## config.mk

```make
export PLATFORM = sky130hd
export DESIGN_NAME = jpeg_block_sequencer_flat
export DESIGN_NICKNAME = d
export VERILOG_FILES = /design/src/rtl/jpeg_block_sequencer_if.sv /design/src/rtl/jpeg_block_sequencer.sv /design/src/flat_wrapper.sv
export SDC_FILE = /design/constraint.sdc
export NUM_CORES = 1
export LEC_CHECK = 0
export ABC_AREA = 0
export BUFFER_PORTS_ARGS = -buffer_cell sky130_fd_sc_hd__buf_2
export CORE_AREA = 10 10 98 100
export CTS_CLUSTER_SIZE = 25
export DETAILED_ROUTE_END_ITERATION = 10
export DIE_AREA = 0 0 108 110
export PLACE_DENSITY = 0.51
export SKIP_CTS_REPAIR_TIMING = 1
export SYNTH_ARGS = -nofsm -noshare
export SYNTH_HDL_FRONTEND = slang
export SYNTH_SLANG_ARGS = --single-unit
```

## constraint.sdc

```tcl
create_clock -name clock -period 2.5 [get_ports clock]
set_input_delay 0.75 -clock clock [delete_from_list [all_inputs] [get_ports clock]]
set_output_delay 0.75 -clock clock [all_outputs]
set_load 0.02 [all_outputs]
```

## src/rtl/jpeg_block_sequencer_if.sv

```systemverilog
// Host handshake and encoder strobe bundle for the JPEG per-block sequencer.
// master drives requests and huffman_done; slave (the sequencer) drives every strobe.
interface jpeg_block_sequencer_if;
  logic       block_start;
  logic       block_ready;
  logic       soft_abort;
  logic       huffman_done;
  logic       input_enable;
  logic       dct_enable;
  logic       dct_end_enable;
  logic [7:0] matrix_row;
  logic       zigzag_input_enable;
  logic       zigag_enable;
  logic       Huffman_start;
  logic       busy;
  logic       block_done;
  logic       timeout_err;

  modport master (
    output block_start, soft_abort, huffman_done,
    input  block_ready, input_enable, dct_enable, dct_end_enable, matrix_row,
           zigzag_input_enable, zigag_enable, Huffman_start, busy, block_done, timeout_err
  );

  modport slave (
    input  block_start, soft_abort, huffman_done,
    output block_ready, input_enable, dct_enable, dct_end_enable, matrix_row,
           zigzag_input_enable, zigag_enable, Huffman_start, busy, block_done, timeout_err
  );
endinterface

```

## src/rtl/jpeg_block_sequencer.sv

```systemverilog
// Per-block JPEG encoder control FSM: load, DCT, 8 quantize rows, zigzag, Huffman wait, done.
// All outputs registered from next-state; one block in flight, block_start ignored while busy.
module jpeg_block_sequencer #(
  parameter int DCT_CYCLES   = 4,
  parameter int QUANT_LAT    = 2,
  parameter int HUFF_TIMEOUT = 1024
) (
  input  logic                   clock,
  input  logic                   reset_n,
  jpeg_block_sequencer_if.slave  seq
);

  typedef enum logic [3:0] {
    ST_IDLE, ST_LOAD, ST_DCT, ST_DCT_END, ST_Q_ROW,
    ST_Q_WR, ST_ZIGZAG, ST_HUFF_START, ST_HUFF_WAIT, ST_DONE
  } state_t;

  localparam logic [7:0]  DCT_LAST  = 8'(DCT_CYCLES - 1);
  localparam logic [3:0]  Q_LAST    = 4'(QUANT_LAT - 1);
  localparam logic [15:0] WAIT_LAST = 16'(HUFF_TIMEOUT - 1);

  state_t      state, state_nxt;
  logic [2:0]  row, row_nxt;
  logic [7:0]  dct_cnt, dct_cnt_nxt;
  logic [3:0]  q_cnt, q_cnt_nxt;
  logic [15:0] w_cnt, w_cnt_nxt;
  logic        terr_q, terr_nxt;

  logic ready_q, busy_q, in_en_q, dct_en_q, dend_q, zin_q, zz_q, hs_q, done_q;
  logic ready_nxt, busy_nxt, in_en_nxt, dct_en_nxt, dend_nxt, zin_nxt, zz_nxt, hs_nxt, done_nxt;

  always_comb begin
    state_nxt   = state;
    row_nxt     = row;
    dct_cnt_nxt = dct_cnt;
    q_cnt_nxt   = q_cnt;
    w_cnt_nxt   = w_cnt;
    terr_nxt    = terr_q;

    // Abort wins over everything outside IDLE and leaves timeout_err alone.
    if (state != ST_IDLE && seq.soft_abort) begin
      state_nxt   = ST_IDLE;
      row_nxt     = '0;
      dct_cnt_nxt = '0;
      q_cnt_nxt   = '0;
      w_cnt_nxt   = '0;
    end else begin
      case (state)
        ST_IDLE: begin
          if (seq.block_start && !seq.soft_abort) begin
            state_nxt = ST_LOAD;
            terr_nxt  = 1'b0;
          end
        end
        ST_LOAD: begin
          state_nxt   = ST_DCT;
          dct_cnt_nxt = '0;
        end
        ST_DCT: begin
          if (dct_cnt == DCT_LAST) begin
            state_nxt   = ST_DCT_END;
            dct_cnt_nxt = '0;
          end else begin
            dct_cnt_nxt = dct_cnt + 8'd1;
          end
        end
        ST_DCT_END: begin
          state_nxt = ST_Q_ROW;
          row_nxt   = '0;
          q_cnt_nxt = '0;
        end
        ST_Q_ROW: begin
          if (q_cnt == Q_LAST) begin
            state_nxt = ST_Q_WR;
            q_cnt_nxt = '0;
          end else begin
            q_cnt_nxt = q_cnt + 4'd1;
          end
        end
        ST_Q_WR: begin
          if (row == 3'd7) begin
            state_nxt = ST_ZIGZAG;
          end else begin
            state_nxt = ST_Q_ROW;
            row_nxt   = row + 3'd1;
          end
        end
        ST_ZIGZAG:     state_nxt = ST_HUFF_START;
        ST_HUFF_START: begin
          state_nxt = ST_HUFF_WAIT;
          w_cnt_nxt = '0;
        end
        ST_HUFF_WAIT: begin
          // A done arriving on the expiry cycle is a normal finish, not a timeout.
          if (seq.huffman_done) begin
            state_nxt = ST_DONE;
            w_cnt_nxt = '0;
          end else if (w_cnt == WAIT_LAST) begin
            state_nxt = ST_DONE;
            w_cnt_nxt = '0;
            terr_nxt  = 1'b1;
          end else begin
            w_cnt_nxt = w_cnt + 16'd1;
          end
        end
        ST_DONE: begin
          state_nxt = ST_IDLE;
          row_nxt   = '0;
        end
        default: begin
          state_nxt = ST_IDLE;
          row_nxt   = '0;
        end
      endcase
    end

    // Moore decode of the next state so every output leaves a flop.
    ready_nxt  = (state_nxt == ST_IDLE);
    busy_nxt   = (state_nxt != ST_IDLE);
    in_en_nxt  = (state_nxt == ST_LOAD);
    dct_en_nxt = (state_nxt == ST_DCT);
    dend_nxt   = (state_nxt == ST_DCT_END);
    zin_nxt    = (state_nxt == ST_Q_WR);
    zz_nxt     = (state_nxt == ST_ZIGZAG);
    hs_nxt     = (state_nxt == ST_HUFF_START);
    done_nxt   = (state_nxt == ST_DONE);
  end

  always_ff @(posedge clock or negedge reset_n) begin
    if (!reset_n) begin
      state    <= ST_IDLE;
      row      <= '0;
      dct_cnt  <= '0;
      q_cnt    <= '0;
      w_cnt    <= '0;
      terr_q   <= 1'b0;
      ready_q  <= 1'b1;
      busy_q   <= 1'b0;
      in_en_q  <= 1'b0;
      dct_en_q <= 1'b0;
      dend_q   <= 1'b0;
      zin_q    <= 1'b0;
      zz_q     <= 1'b0;
      hs_q     <= 1'b0;
      done_q   <= 1'b0;
    end else begin
      state    <= state_nxt;
      row      <= row_nxt;
      dct_cnt  <= dct_cnt_nxt;
      q_cnt    <= q_cnt_nxt;
      w_cnt    <= w_cnt_nxt;
      terr_q   <= terr_nxt;
      ready_q  <= ready_nxt;
      busy_q   <= busy_nxt;
      in_en_q  <= in_en_nxt;
      dct_en_q <= dct_en_nxt;
      dend_q   <= dend_nxt;
      zin_q    <= zin_nxt;
      zz_q     <= zz_nxt;
      hs_q     <= hs_nxt;
      done_q   <= done_nxt;
    end
  end

  assign seq.block_ready         = ready_q;
  assign seq.busy                = busy_q;
  assign seq.input_enable        = in_en_q;
  assign seq.dct_enable          = dct_en_q;
  assign seq.dct_end_enable      = dend_q;
  assign seq.matrix_row          = {5'd0, row};
  assign seq.zigzag_input_enable = zin_q;
  assign seq.zigag_enable        = zz_q;
  assign seq.Huffman_start       = hs_q;
  assign seq.block_done          = done_q;
  assign seq.timeout_err         = terr_q;

endmodule
```

## src/flat_wrapper.sv

```systemverilog
// flat-port wrapper written by rule: the top's interface ports become plain ports
module jpeg_block_sequencer_flat 
#(
  parameter int DCT_CYCLES   = 4,
  parameter int QUANT_LAT    = 2,
  parameter int HUFF_TIMEOUT = 1024
)
  (clock, reset_n, seq_block_start, seq_soft_abort, seq_huffman_done, seq_block_ready, seq_input_enable, seq_dct_enable, seq_dct_end_enable, seq_matrix_row, seq_zigzag_input_enable, seq_zigag_enable, seq_Huffman_start, seq_busy, seq_block_done, seq_timeout_err);
  jpeg_block_sequencer_if seq_i ();
  input  logic clock;
  input  logic reset_n;
  input wire logic [$bits(seq_i.block_start)-1:0] seq_block_start;
  input wire logic [$bits(seq_i.soft_abort)-1:0] seq_soft_abort;
  input wire logic [$bits(seq_i.huffman_done)-1:0] seq_huffman_done;
  output wire logic [$bits(seq_i.block_ready)-1:0] seq_block_ready;
  output wire logic [$bits(seq_i.input_enable)-1:0] seq_input_enable;
  output wire logic [$bits(seq_i.dct_enable)-1:0] seq_dct_enable;
  output wire logic [$bits(seq_i.dct_end_enable)-1:0] seq_dct_end_enable;
  output wire logic [$bits(seq_i.matrix_row)-1:0] seq_matrix_row;
  output wire logic [$bits(seq_i.zigzag_input_enable)-1:0] seq_zigzag_input_enable;
  output wire logic [$bits(seq_i.zigag_enable)-1:0] seq_zigag_enable;
  output wire logic [$bits(seq_i.Huffman_start)-1:0] seq_Huffman_start;
  output wire logic [$bits(seq_i.busy)-1:0] seq_busy;
  output wire logic [$bits(seq_i.block_done)-1:0] seq_block_done;
  output wire logic [$bits(seq_i.timeout_err)-1:0] seq_timeout_err;
  assign seq_i.block_start = seq_block_start;
  assign seq_i.soft_abort = seq_soft_abort;
  assign seq_i.huffman_done = seq_huffman_done;
  assign seq_block_ready = seq_i.block_ready;
  assign seq_input_enable = seq_i.input_enable;
  assign seq_dct_enable = seq_i.dct_enable;
  assign seq_dct_end_enable = seq_i.dct_end_enable;
  assign seq_matrix_row = seq_i.matrix_row;
  assign seq_zigzag_input_enable = seq_i.zigzag_input_enable;
  assign seq_zigag_enable = seq_i.zigag_enable;
  assign seq_Huffman_start = seq_i.Huffman_start;
  assign seq_busy = seq_i.busy;
  assign seq_block_done = seq_i.block_done;
  assign seq_timeout_err = seq_i.timeout_err;
  jpeg_block_sequencer #(.DCT_CYCLES(DCT_CYCLES), .QUANT_LAT(QUANT_LAT), .HUFF_TIMEOUT(HUFF_TIMEOUT)) u_core (.clock(clock), .reset_n(reset_n), .seq(seq_i));
endmodule
```

==> flow_metrics.py <==
metrics = {
    "outcome": {
        "status": "completed",
    },
    "synthesis": {
        "syn_avg_cell_area_um2": 9.36,
        "synthFlopType": "dfrtp_1",
        "synth_seq_cells": 45,
        "netlist_area_um2": 2590,
        "synth-edff-count": 0,
        "synth-compound-area-share": 0.197,
        "synth.top_cell.area_share": 0.425,
        "synth.distinct_cells": 56,
        "synthArstFlopShare": 1.00,
        "yosys.area.top_type": "dfrtp_1",
        "yosys.area_share.simple": 0.239,
        "synth_mux_area_frac": 0.0203,
        "syn_inst": 277,
        "synthAdderAreaFrac": 0.0367,
        "ys_warn_count": 0,
        "synthXorXnorAreaFrac": 0.00675,
        "yosysSeqAreaShare": 0.435,
        "synthTopCellsByArea": "dfrtp_1, nand3_1, a31oi_1, ha_1, o21ai_0",
        "synth_top_family_by_area": "simple AND/OR/NAND/NOR gates",
    },
    "timing": {
        "fin_setup_tns_ns": 0,
        "rsz0062_at_grt": "false",
        "clock_skew_ns": 0.00392,
        "finalCritPeriodShare": 0.857,
        "tightest_slew_ns": 0.612,
        "setup_viol": 0,
        "max_slew_margin": 0.589,
        "maxSlewViolCount": 0,
        "fin_crit_ns": 2.14,
        "clock.fmax_mhz": 467,
        "hold_viol": 0,
    },
    "setup_path": {
        "worst-path-stages": 4,
        "path_cells": "or4b_2 > nand4b_1 > o311a_1 > nor4_1",
        "cp_data_required_time_ns": 2.70,
        "crit_path_start": "u_core.state[1]",
        "rr_startpoint": "u_core.state[1]",
        "worstPathMaxFanout": 19,
        "arrival_ns": 2.34,
        "critPathKind": "reg -> reg",
        "cp_slowest_stage_delay_ns": 0.77,
        "cp_num_buf_inv": 0,
        "critPathSlowestCell": "or4b_2",
        "cpLargestDelayFamily": "simple AND/OR/NAND/NOR gates",
        "r2r_cells": 4,
        "endpoint_kind": "flop",
        "startpoint_type": "flop",
    },
    "route": {
        "wirelength_mm": 5.89,
        "wl_per_cell_um": 14.8,
        "ant_nets": 0,
        "num_vias": 2161,
        "dr.first_iter.drc_count": 71,
        "via_per_inst": 5.42,
        "route.detailed.drc": 0,
        "drtPass1Iterations": 4,
    },
    "finish": {
        "syn_to_final_growth_pct": 12.0,
        "fin_util": 0.380,
        "final_cell_area_um2": 2910,
        "final_common_cell": "dfrtp_1",
        "layout.nets": 307,
        "diodes": 0,
        "layout_common_cells": "dfrtp_1, nand3_1, buf_2",
        "drive_above_1_share": 0.152,
        "final.fill_count": 772,
    },
    "place": {
        "gp_congestion": 0.734,
        "dpl.hpwl_mm": 4.19,
        "placed_area_um2": 2790,
        "port-buffer-count": 17,
    },
    "hold_path": {
        "hp-start": "u_core.w_cnt[6]",
        "min_path_type": "reg -> reg",
        "holdPathStages": 1,
    },
    "flow_run": {
        "max_cap_viol_count": 0,
    },
    "clocking": {
        "clk_latency_ns": 0.30,
        "cts_tree": "done",
        "cts_buffer_depth": 2,
        "cts.sinks": 45,
        "path_clk_slew_ns": 0.09,
        "clockRootBuffer": "clkbuf_8",
        "numCtsBuffers": 5,
        "h-tree-depth": 2,
    },
    "power_and_ir_drop": {
        "static-leakage-power_uw": 0.00126,
        "ir_worst_vdd_uv": 196,
        "p_per_area_nw_per_um2": 526,
    },
    "global_routing": {
        "grtUsageTotal": 0.107,
        "overflow": 0,
        "grt_max_degree": 46,
        "first_global_vias": 2127,
        "antenna_found_initial": 0,
        "grt_pass1_wl_mm": 10.4,
    },
    "floorplan": {
        "start_util": 0.339,
        "core-area_um2": 7650,
        "rows": 32,
        "die_area_um2": 11900,
        "die_h_um": 110,
        "die_w_um": 108,
        "ios": 23,
    },
}
==> synth_stat cells (all sizes together) (2+ instances only) <==
library cell / instances
a211o: 3
a211oi: 3
a21o: 4
a21oi: 10
a22o: 6
a22oi: 2
a31oi: 14
a41oi: 4
and2: 3
and3: 5
and4: 2
buf: 13
clkbuf: 9
dfrtp: 44
ha: 6
inv: 10
maj3: 2
mux2: 2
mux2i: 3
nand2: 14
nand2b: 3
nand3: 26
nand4: 6
nor2: 13
nor2b: 2
nor3: 10
nor3b: 2
nor4: 5
nor4b: 2
o211ai: 3
o21ai: 16
o22ai: 3
or3: 4
or4: 5
or4b: 3
xnor2: 2
==> routing by layer <==
layer,global-route usage,up-vias,wire length (um)
met5,0,-,0
met3,0.0244,4,147
met1,0.136,1062,2770
met2,0.176,23,2920
li1,-,1072,-
met4,0.0324,0,53
==> path summary, 6_finish.rpt <==
path                                                  end  slack [ns]
setup / recovery           u_core.seq.zigzag_input_enable        0.36
min in group asynchronous                u_core.w_cnt[15]        0.54
setup reg to reg           u_core.seq.zigzag_input_enable        0.36
max in group asynchronous               u_core.dct_cnt[4]        1.56
hold / removal                            u_core.w_cnt[6]        0.51
hold reg to reg                           u_core.w_cnt[6]        0.51
==> registers in the layout, indices dropped and copies added (netlist names) <==
register and cells:
u_core.w_cnt 16, u_core.dct_cnt 8, u_core.q_cnt 4, u_core.state 4
u_core.row 3, u_core.seq.Huffman_start 1, u_core.seq.block_done 1, u_core.seq.block_ready 1
u_core.seq.busy 1, u_core.seq.dct_enable 1, u_core.seq.dct_end_enable 1, u_core.seq.input_enable 1
u_core.seq.timeout_err 1, u_core.seq.zigag_enable 1, u_core.seq.zigzag_input_enable 1
==> area by class of cell <==
type / count / area [um2] / area share
timing repair buffer: 30 / 183 / 0.0629
clock inverter: 1 / 30.0 / 0.0103
tap: 102 / 128 / 0.0439
inverter: 10 / 37.5 / 0.0129
multi-input combinational: 204 / 1310 / 0.452
clock buffer: 7 / 86.3 / 0.0297
sequential: 45 / 1130 / 0.388
==> power by group <==
part | internal (uW) | switching [uW] | total, uW
Sequential | 747 | 21.2 | 768
Combinational | 68.4 | 112 | 181
Clock | 326 | 253 | 579
==> metrics by stage <==
stage	power [uW]	hold WS [ns]	worst slack, ns	instances
2_1_floorplan	909	0.454	0.538	281
3_3_place_gp	966	0.494	0.314	391
3_5_place_dp	966	0.493	0.281	391
4_1_cts	1550	0.508	0.350	399
5_1_grt	1600	0.537	0.190	399
6_report	1530	0.509	0.357	399
==> logic make-up (layout without fill, tap and decap cells) <==
logic type      Yosys count  after routing
compound gates           75             75
xor+xnor                  2              2
fa+ha+maj                 8              8
buf+inv                  32             48
flops                    45             45
mux                       5              5
other cells               1              5
simple gates            109            109
Note: power is estimated with default switching activity, not from simulation.
